## src/rtl/mod_seq_ctrl.sv

```systemverilog
// mod_seq_ctrl: programmable modulus-sequence scheduler stepping one counter through a phase table
module mod_seq_ctrl #(
    parameter int CW  = 4,
    parameter int NPH = 4,
    parameter int PW  = 2,
    parameter int RW  = 4
) (
    input  logic          clk,
    input  logic          rst,
    input  logic          cfg_we,
    input  logic [PW-1:0] cfg_addr,
    input  logic [CW-1:0] cfg_mod,
    input  logic [RW-1:0] cfg_rep,
    input  logic          start,
    input  logic [PW-1:0] start_last,
    input  logic          start_loop,
    input  logic          stop,
    output logic [CW-1:0] count,
    output logic [PW-1:0] phase,
    output logic          tick,
    output logic          phase_done,
    output logic          busy,
    output logic          done,
    output logic          cfg_err
);
    typedef enum logic [1:0] {IDLE, SEEK, RUN, END} state_t;
    state_t        state, state_n;
    logic [CW-1:0] mods [NPH];
    logic [RW-1:0] reps [NPH];
    logic [CW-1:0] count_n;
    logic [PW-1:0] phase_n, last;
    logic [RW-1:0] pass, pass_n;
    logic          loop, any_rep, go;

    always_comb begin
        any_rep = 1'b0;
        for (int i = 0; i < NPH; i++) any_rep = any_rep | (i <= int'(last) && reps[i] != '0);
        tick       = state == RUN && count == mods[phase];
        phase_done = tick && pass == reps[phase] - RW'(1);
        busy       = state == SEEK || state == RUN;
        done       = state == END;
        go         = state == IDLE && start && !stop;
        state_n    = state;
        count_n    = count;
        phase_n    = phase;
        pass_n     = pass;
        if ((busy && stop) || state == END) begin
            state_n = IDLE;
            count_n = '0;
            phase_n = '0;
            pass_n  = '0;
        end else if (go) begin
            state_n = SEEK;
            phase_n = '0;
            pass_n  = '0;
        end else if (state == SEEK) begin
            // empty entries are skipped one cycle each; an all-empty looped table ends instead of spinning
            if (reps[phase] != '0) begin
                state_n = RUN;
                pass_n  = '0;
            end else if (phase < last) begin
                phase_n = phase + 1'b1;
            end else begin
                state_n = loop && any_rep ? SEEK : END;
                phase_n = '0;
            end
        end else if (state == RUN) begin
            count_n = tick ? '0 : count + 1'b1;
            pass_n  = tick ? pass + 1'b1 : pass;
            if (phase_done) begin
                pass_n  = '0;
                state_n = phase < last || loop ? SEEK : END;
                phase_n = phase < last ? phase + 1'b1 : '0;
            end
        end
    end

    always_ff @(posedge clk or negedge rst) begin
        if (!rst) begin
            state   <= IDLE;
            count   <= '0;
            phase   <= '0;
            pass    <= '0;
            last    <= '0;
            loop    <= 1'b0;
            cfg_err <= 1'b0;
            for (int i = 0; i < NPH; i++) begin
                mods[i] <= '0;
                reps[i] <= '0;
            end
        end else begin
            state   <= state_n;
            count   <= count_n;
            phase   <= phase_n;
            pass    <= pass_n;
            cfg_err <= cfg_we && busy;
            if (cfg_we && !busy) begin
                mods[cfg_addr] <= cfg_mod;
                reps[cfg_addr] <= cfg_rep;
            end
            if (go) begin
                last <= start_last;
                loop <= start_loop;
            end
        end
    end
endmodule

```

## config.mk

```make
export PLATFORM = sky130hd
export DESIGN_NAME = mod_seq_ctrl
export DESIGN_NICKNAME = d
export VERILOG_FILES = /design/src/rtl/mod_seq_ctrl.sv
export SDC_FILE = /design/constraint.sdc
export NUM_CORES = 1
export LEC_CHECK = 0
export CAP_MARGIN = 10
export CORE_MARGIN = 1.5
export CORE_UTILIZATION = 50
export DETAILED_ROUTE_END_ITERATION = 16
export HOLD_SLACK_MARGIN = 0.03
export PLACE_DENSITY = 0.84
export SLEW_MARGIN = 5
export SYNTH_ARGS = -nofsm -noshare
export SYNTH_HDL_FRONTEND = slang
export SYNTH_SLANG_ARGS = --single-unit
```

## constraint.sdc

```tcl
create_clock -name clk -period 7.8 [get_ports clk]
set_clock_uncertainty 0.2 [all_clocks]
set_input_delay 1.95 -clock clk [delete_from_list [all_inputs] [get_ports clk]]
set_output_delay 1.95 -clock clk [all_outputs]
set_load 0.01 [all_outputs]
```

==> results of run 1 <==
-- final timing paths --
check	cells after the start	end	slack (ps)	start
setup / recovery	8	phase_done	2370	phase[0]$_DFFE_PN0P_
hold / removal	1	mods[2]$_DFFE_PN0P_	310	mods[2]$_DFFE_PN0P_
setup reg to reg	9	state[0]$_DFFE_PN0P_	4480	phase[0]$_DFFE_PN0P_
hold reg to reg	1	mods[2]$_DFFE_PN0P_	310	mods[2]$_DFFE_PN0P_
max in group asynchronous	1	loop$_DFFE_PN0P_	5130	rst
min in group asynchronous	1	reps[9]$_DFFE_PN0P_	1640	rst
-- cells in the final DEF, fill, tap and decap left out, drive strengths merged, types with 3 or more instances in the layout --
cell	netlist	final
nor3	6	6
nor2	12	12
nand2	13	13
xnor2	8	8
or3b	3	3
a21o	4	4
nand3	4	4
dfrtp	48	48
ha	9	9
and3	3	3
nand3b	3	3
clkdlybuf4s50	0	27
mux2	37	37
mux2i	5	5
mux4	8	8
clkbuf	0	7
inv	8	8
o21ai	5	5
nor4	3	3
a31oi	4	4
-- flip-flops by register name, indices dropped and copies added, names as in the netlist --
signal	flops
cfg_err	1
count	4
last	2
loop	1
mods	16
pass	4
phase	2
reps	16
state	2
-- layer usage --
metal | vias up | part of all wire [%]
met4 | 0 | 0.80
li1 | 840 | -
met3 | 4 | 4.9
met5 | - | 0
met1 | 899 | 44
met2 | 41 | 51
-- cells by family after synthesis --
kind of cell               Yosys count
and+or+nand+nor                     53
AOI/OAI and AO/OA                   27
DFF                                 48
xor gates and xnor gates            10
adders and majority gates            9
muxes                               50
buffers and inverters               11
-- metrics by stage --
step	cells	hold WS, ps	power [W]	instance area, um^2
finish	312	306.7	0.001258	3085
floorplan	208	270.9	0.0009629	2658
detailed placement	304	290.9	0.001111	2992
global route	312	329.6	0.001353	3085
global placement	304	280.6	0.001078	2992
CTS	312	310.7	0.001269	3085
-- cell type report --
cell class / instances / area [um^2]
Fill cell: 428 / 2022
Multi-Input combinational cell: 149 / 1390
Sequential cell: 48 / 1201
Timing Repair Buffer: 29 / 282.8
Tap cell: 70 / 87.58
Clock buffer: 7 / 86.33
Inverter: 8 / 30.03
Clock inverter: 1 / 7.507
-- power by group through the flow --
stage,combinational [W],sequential [W],clock (W)
floorplan,0.000540,0.000423,0
detailed placement,0.000645,0.000466,0
finish,0.000644,0.000462,0.000153
CTS,0.000650,0.000461,0.000159
global placement,0.000619,0.000459,0
global route,0.000710,0.000479,0.000165
==> metrics.yaml, run 1 <==
final-setup-viol-count: 0
initial_utilization_pct: 52.03
utilization_pct: 60.41
global_route.usage.met1_pct: 25.10
globalRouteOverflowTotal: 0
timing.max_cap.violations: 0
synth_sequential_area_ratio_pct: 45.20
portBuffers: 28
post_cts.repair.setup_buffers: 0
antenna_cells: 0
timing.critical_path.mode_cell: "xnor2_1"
synth.top_cells.by_area: "dfrtp_1 (45%), mux2_2 (15%), mux4_1 (4.9%)"
fp.dieArea_um2: 5762
insertion_delay_ps: 300
tritoncts: "built"
detailedRoute.firstPassIterationCount: 4
synth.area.mux_share_pct: 25.19
post-synth-top-area-cell: "dfrtp_1"
postSynthRegisterBits: 48
antenna_found_initial: 0
ys_warn_count: 0
rsz0062_at_grt: "false"
yosys_most_used_dff: "dfrtp_1"
cts_root_buf: "clkbuf_8"
synth_adder_area_share_pct: 4.237
cpLargestDelayFamily: "flip-flops"
initialDrtViolationCount: 105
global_route.peak_usage_layer: "met2"
crit_path_top_delay_cell: "dfrtp_1"
clk_pin_slew_ps: 80
finalSetupTns_ps: 0
startpoint_type: "flop"
worstMarginPinSlew_ps: 1047
min-delay-path-class: "flop to flop"
synthDominantCellAreaShare_pct: 45.20
max-clock-path-buffers: 2
p_leak_nw: 1.319
core_area_um2: 5107
area.growth.synth_to_final_pct: 16.10
worst_setup_path_end_kind: "primary output"
outcome: "completed"
grt_util_met3_pct: 3.976
largest_family_of_logic_cells_by_synthesized_area: "multiplexers"
clkSinkCount: 48
worst-path-max-fanout: 15
fmaxAchievable_ghz: 0.1842
hold_viol_final: 0
number_of_global_route_vias_before_repair: 1797
postSynthNetCount: 235
power_density_nw_per_um2: 407.8
cts.repair.resized: 0
vias_per_cell: 5.718
detailed_place_hpwl_mm: 3.720
chipWidth_um: 75.91
synth.distinct_cells: 48
layout-drive-gt1-share_pct: 23.55
fin_crit_ps: 5428
wire_per_inst_um: 16.06
crit_type: "flop to primary output"
h_tree_depth: 2
final_nets: 268
grt.met2_usage_pct: 30.72
timing.max_slew.rel_slack_pct: 30.23
globalRouteTotalUtil_pct: 18.65
ant_nets: 0
final.period_utilization_pct: 69.59
grt_pass1_wl_mm: 8.535
synth_edf_count: 0
synthesized_area_fraction_occupied_by_ao_oa_aoi_and_oai_cells_pct: 8.192
die_height_um: 75.91
io-pin-count: 29
share_seq_of_total_power_pct: 36.7
finalWirelength_mm: 5.012
power.share.combinational_pct: 51.2
grt_max_degree: 49
floorplan.rows: 26
cts.hold.buffers_added: 0
critical_path_cell_sequence: "mux4_1 > inv_1 > ha_1 > xnor2_1 > xnor2_1 > nor3_4 > and3_1 > clkdlybuf4s50_1"
cell_internal_pwr_w: 0.0007775
final_critical_path_setup_slack_ps: 2372
timing.critical_path.arrival_ps: 3280
synth-async-reset-ratio_pct: 100.0
share_of_the_synthesized_netlist_area_taken_by_xor_and_xnor_gates_pct: 3.578
synthesis.instances: 208
power_frac_clock_pct: 12.1
route.vias.total: 1784
cp_num_buf_inv: 2
synth.cell_area_um2: 2658
slew_viol_final: 0
postSynthAreaPerCell_um2: 12.78
synth_simple_gate_area_share_pct: 11.11
p_sw_w: 0.0004809
timing.critical_path.required_ps: 5650
ir_worst_vdd_v: 0.0001910
swShare_pct: 38.21
slowest_delay_ps: 760
dp_slack_ps: 2672
ys_top_cells_by_count: "dfrtp_1 (48), mux2_2 (35), nand2_1 (13), nor2_1 (11), ha_1 (9)"
yosys.cell_count.top_type: "dfrtp_1"
numCtsBuffers: 5
routabilityCongestion: 0.8353
route.detailed.drc: 0
Note: power is estimated with default switching activity, not from simulation.
==> run 2, diff against run 1 <==
--- a/config.mk
+++ b/config.mk
@@ -10,7 +10,7 @@
 export CORE_UTILIZATION = 50
 export DETAILED_ROUTE_END_ITERATION = 16
 export HOLD_SLACK_MARGIN = 0.03
-export PLACE_DENSITY = 0.84
+export PLACE_DENSITY = 0.87
 export SLEW_MARGIN = 5
 export SYNTH_ARGS = -nofsm -noshare
 export SYNTH_HDL_FRONTEND = slang
==> constraint.sdc (replaced) <==
create_clock -name clk -period 4.5 [get_ports clk]
set_clock_uncertainty 0.2 [all_clocks]
set_input_delay 1.125 -clock clk [delete_from_list [all_inputs] [get_ports clk]]
set_output_delay 1.125 -clock clk [all_outputs]
set_load 0.01 [all_outputs]
==> run 2 against run 1 <==
  * First-iteration DRC count decreased by 28%
  * Die area unchanged
  * Total power increased by 77%
  * Critical path depth unchanged
  * Design area increased by 0.73%
  * Combinational power increased by 75%
  * Global-route usage about the same
  * Worst hold slack got worse by 0.62 ps
  * Clock-buffer cell count decreased by 1
  * Sequential share of layout area decreased by 0.24 points
==> metrics.yaml, run 2 (synthesized netlist as in run 1, its figures left out) <==
outcome: "completed"
slew_viol_final: 0  # unchanged
met3_length_um: 216  # -11%
clk_pin_slew_ps: 90  # about the same
initialDrtViolationCount: 76  # -28%
max-clock-path-buffers: 2  # unchanged
worst-r2r-setup-slack_ps: 1520  # -2960 ps
clkSinkCount: 48  # unchanged
route.top_layer_used: "met4"
timing.critical_path.mode_cell: "xnor2_1"
io-pin-count: 29  # unchanged
wl_met2_mm: 2.404  # -5.1%
portBuffers: 28  # unchanged
finalSetupTns_ps: 0  # unchanged
ir_worst_vdd_v: 0.0003097  # +62%
r2r-end: "state[0]$_DFFE_PN0P_"
vias_per_cell: 5.565  # -2.7%
core_area_um2: 5107  # unchanged
final_nets: 269  # +0.37%
largestRegisters: "mods: 16 flops, reps: 16 flops"
routabilityCongestion: 0.9598  # +15%
ff2ff_path_depth: 9  # unchanged
numCtsBuffers: 5  # unchanged
number_of_global_route_vias_before_repair: 1703  # -5.2%
h_tree_depth: 2  # unchanged
layout-drive-gt1-share_pct: 24.28  # +0.73 points
cp_num_buf_inv: 2  # unchanged
grt_pass1_wl_mm: 8.556  # +0.25%
power_density_nw_per_um2: 716.1  # +76%
post_cts.repair.setup_buffers: 0  # unchanged
floorplan.rows: 26  # unchanged
chipWidth_um: 75.91  # unchanged
final_critical_path_setup_slack_ps: 246.8  # -2125 ps
cpLargestDelayFamily: "flip-flops"
worst_setup_path_end_kind: "primary output"
crit_path_top_delay_cell: "dfrtp_1"
timing.max_cap.violations: 0  # unchanged
ant_nets: 0  # unchanged
report.power.total_w: 0.002226  # +77%
timing.critical_path.arrival_ps: 2930  # -350 ps
p_leak_nw: 1.334  # +1.1%
final.fill_count: 411  # -4.0%
fp.dieArea_um2: 5762  # unchanged
worstMarginPinSlew_ps: 1062  # +15.08 ps
globalRouteTotalUtil_pct: 18.64  # about the same
timing.max_slew.rel_slack_pct: 29.23  # -1.0 points
detailed_place_hpwl_mm: 3.713  # -0.18%
most-common-layout-cells: "dfrtp_1 (47), mux2_2 (35), clkdlybuf4s50_1 (27)"
insertion_delay_ps: 290  # about the same
dp_slack_ps: 486.9  # -2185 ps
grt_max_degree: 49  # unchanged
detailedRoute.firstPassIterationCount: 4  # unchanged
critical_path_cell_sequence: "mux4_1 > inv_1 > ha_1 > xnor2_1 > xnor2_1 > nor3_4 > and3_1 > clkdlybuf4s50_1"
antenna_found_initial: 0  # unchanged
initial_utilization_pct: 52.03  # unchanged
rsz0062_at_grt: "false"
crit_type: "flop to primary output"
timing.critical_path.required_ps: 3170  # -2480 ps
finalWirelength_mm: 5.021  # +0.18%
cts_root_buf: "clkbuf_8"
detail_route.wirelength.met1_mm: 2.374  # +8.3%
tritoncts: "built"
min-delay-path-class: "flop to flop"
r2r-start: "phase[1]$_DFFE_PN0P_"
die_height_um: 75.91  # unchanged
final-setup-viol-count: 0  # unchanged
fmaxAchievable_ghz: 0.2351
area.growth.synth_to_final_pct: 16.95
fin_crit_ps: 4253
final.period_utilization_pct: 94.52
hold_viol_final: 0  # unchanged
hold_path_startpoint: "mods[10]$_DFFE_PN0P_"
route.vias.total: 1742  # -2.4%
worst-path-max-fanout: 15  # unchanged
holdWs_ps: 306.1  # -0.6190 ps
antenna_cells: 0  # unchanged
startpoint_type: "flop"
slowest_delay_ps: 670  # -90 ps
holdPathEnd: "mods[10]$_DFFE_PN0P_"
layout_commonest_cell: "dfrtp_1"
wire_per_inst_um: 16.04  # -0.14%
globalRouteOverflowTotal: 0  # unchanged
route.detailed.drc: 0  # unchanged
min_delay_path_depth: 1  # unchanged
-- run 2: layout make-up --
cell class | count | area, um^2 | share of cell area (%)
multi-input cells | 149 | 1390 | 44.73
flip-flops and latches | 48 | 1202 | 38.69
repair buffers | 30 | 290.3 | 9.340
well taps | 70 | 87.58 | 2.818
clock buffers | 6 | 72.57 | 2.335
clock inverters | 2 | 35.03 | 1.127
inverters | 8 | 30.03 | 0.9662
-- run 2: worst max path at each step --
stage                         start          to  slack, ps  cells after the start
5_1_grt        phase[1]$_DFFE_PN0P_  phase_done         40                      8
6_report       phase[1]$_DFFE_PN0P_  phase_done        250                      8
3_5_place_dp   phase[0]$_DFFE_PN0P_  phase_done        490                      8
4_1_cts        phase[0]$_DFFE_PN0P_  phase_done        140                      8
3_3_place_gp   phase[0]$_DFFE_PN0P_  phase_done        550                      7
2_1_floorplan  phase[0]$_DFFE_PN0P_  phase_done       1070                      7
-- run 2: report_power, final --
part           internal (W)  switching (W)  total [W]
clock              0.000165       0.000142   0.000307
combinational      0.000604       0.000525    0.00113
sequential         0.000623       0.000166   0.000789
-- run 2: stage by stage --
stage | instance area (um^2) | std cells | util (%)
2_1_floorplan | 2658 | 208 | -
3_3_place_gp | 2999 | 305 | 58.72
3_5_place_dp | 2999 | 305 | 58.72
4_1_cts | 3107 | 313 | 60.83
5_1_grt | 3108 | 313 | 60.85
6_report | 3108 | 313 | 60.85
-- run 2: repair_timing --
action,in CTS,in global routing
hold buffers,0,0
gates resized for setup,0,1
endpoints found under the setup margin,0,1
-- run 2: routing by layer --
layer  up-vias  GRT usage, %
li1        845             -
met1       856         26.57
met2        39         29.10
met3         2         4.337
met4         0         4.444
met5         -             0
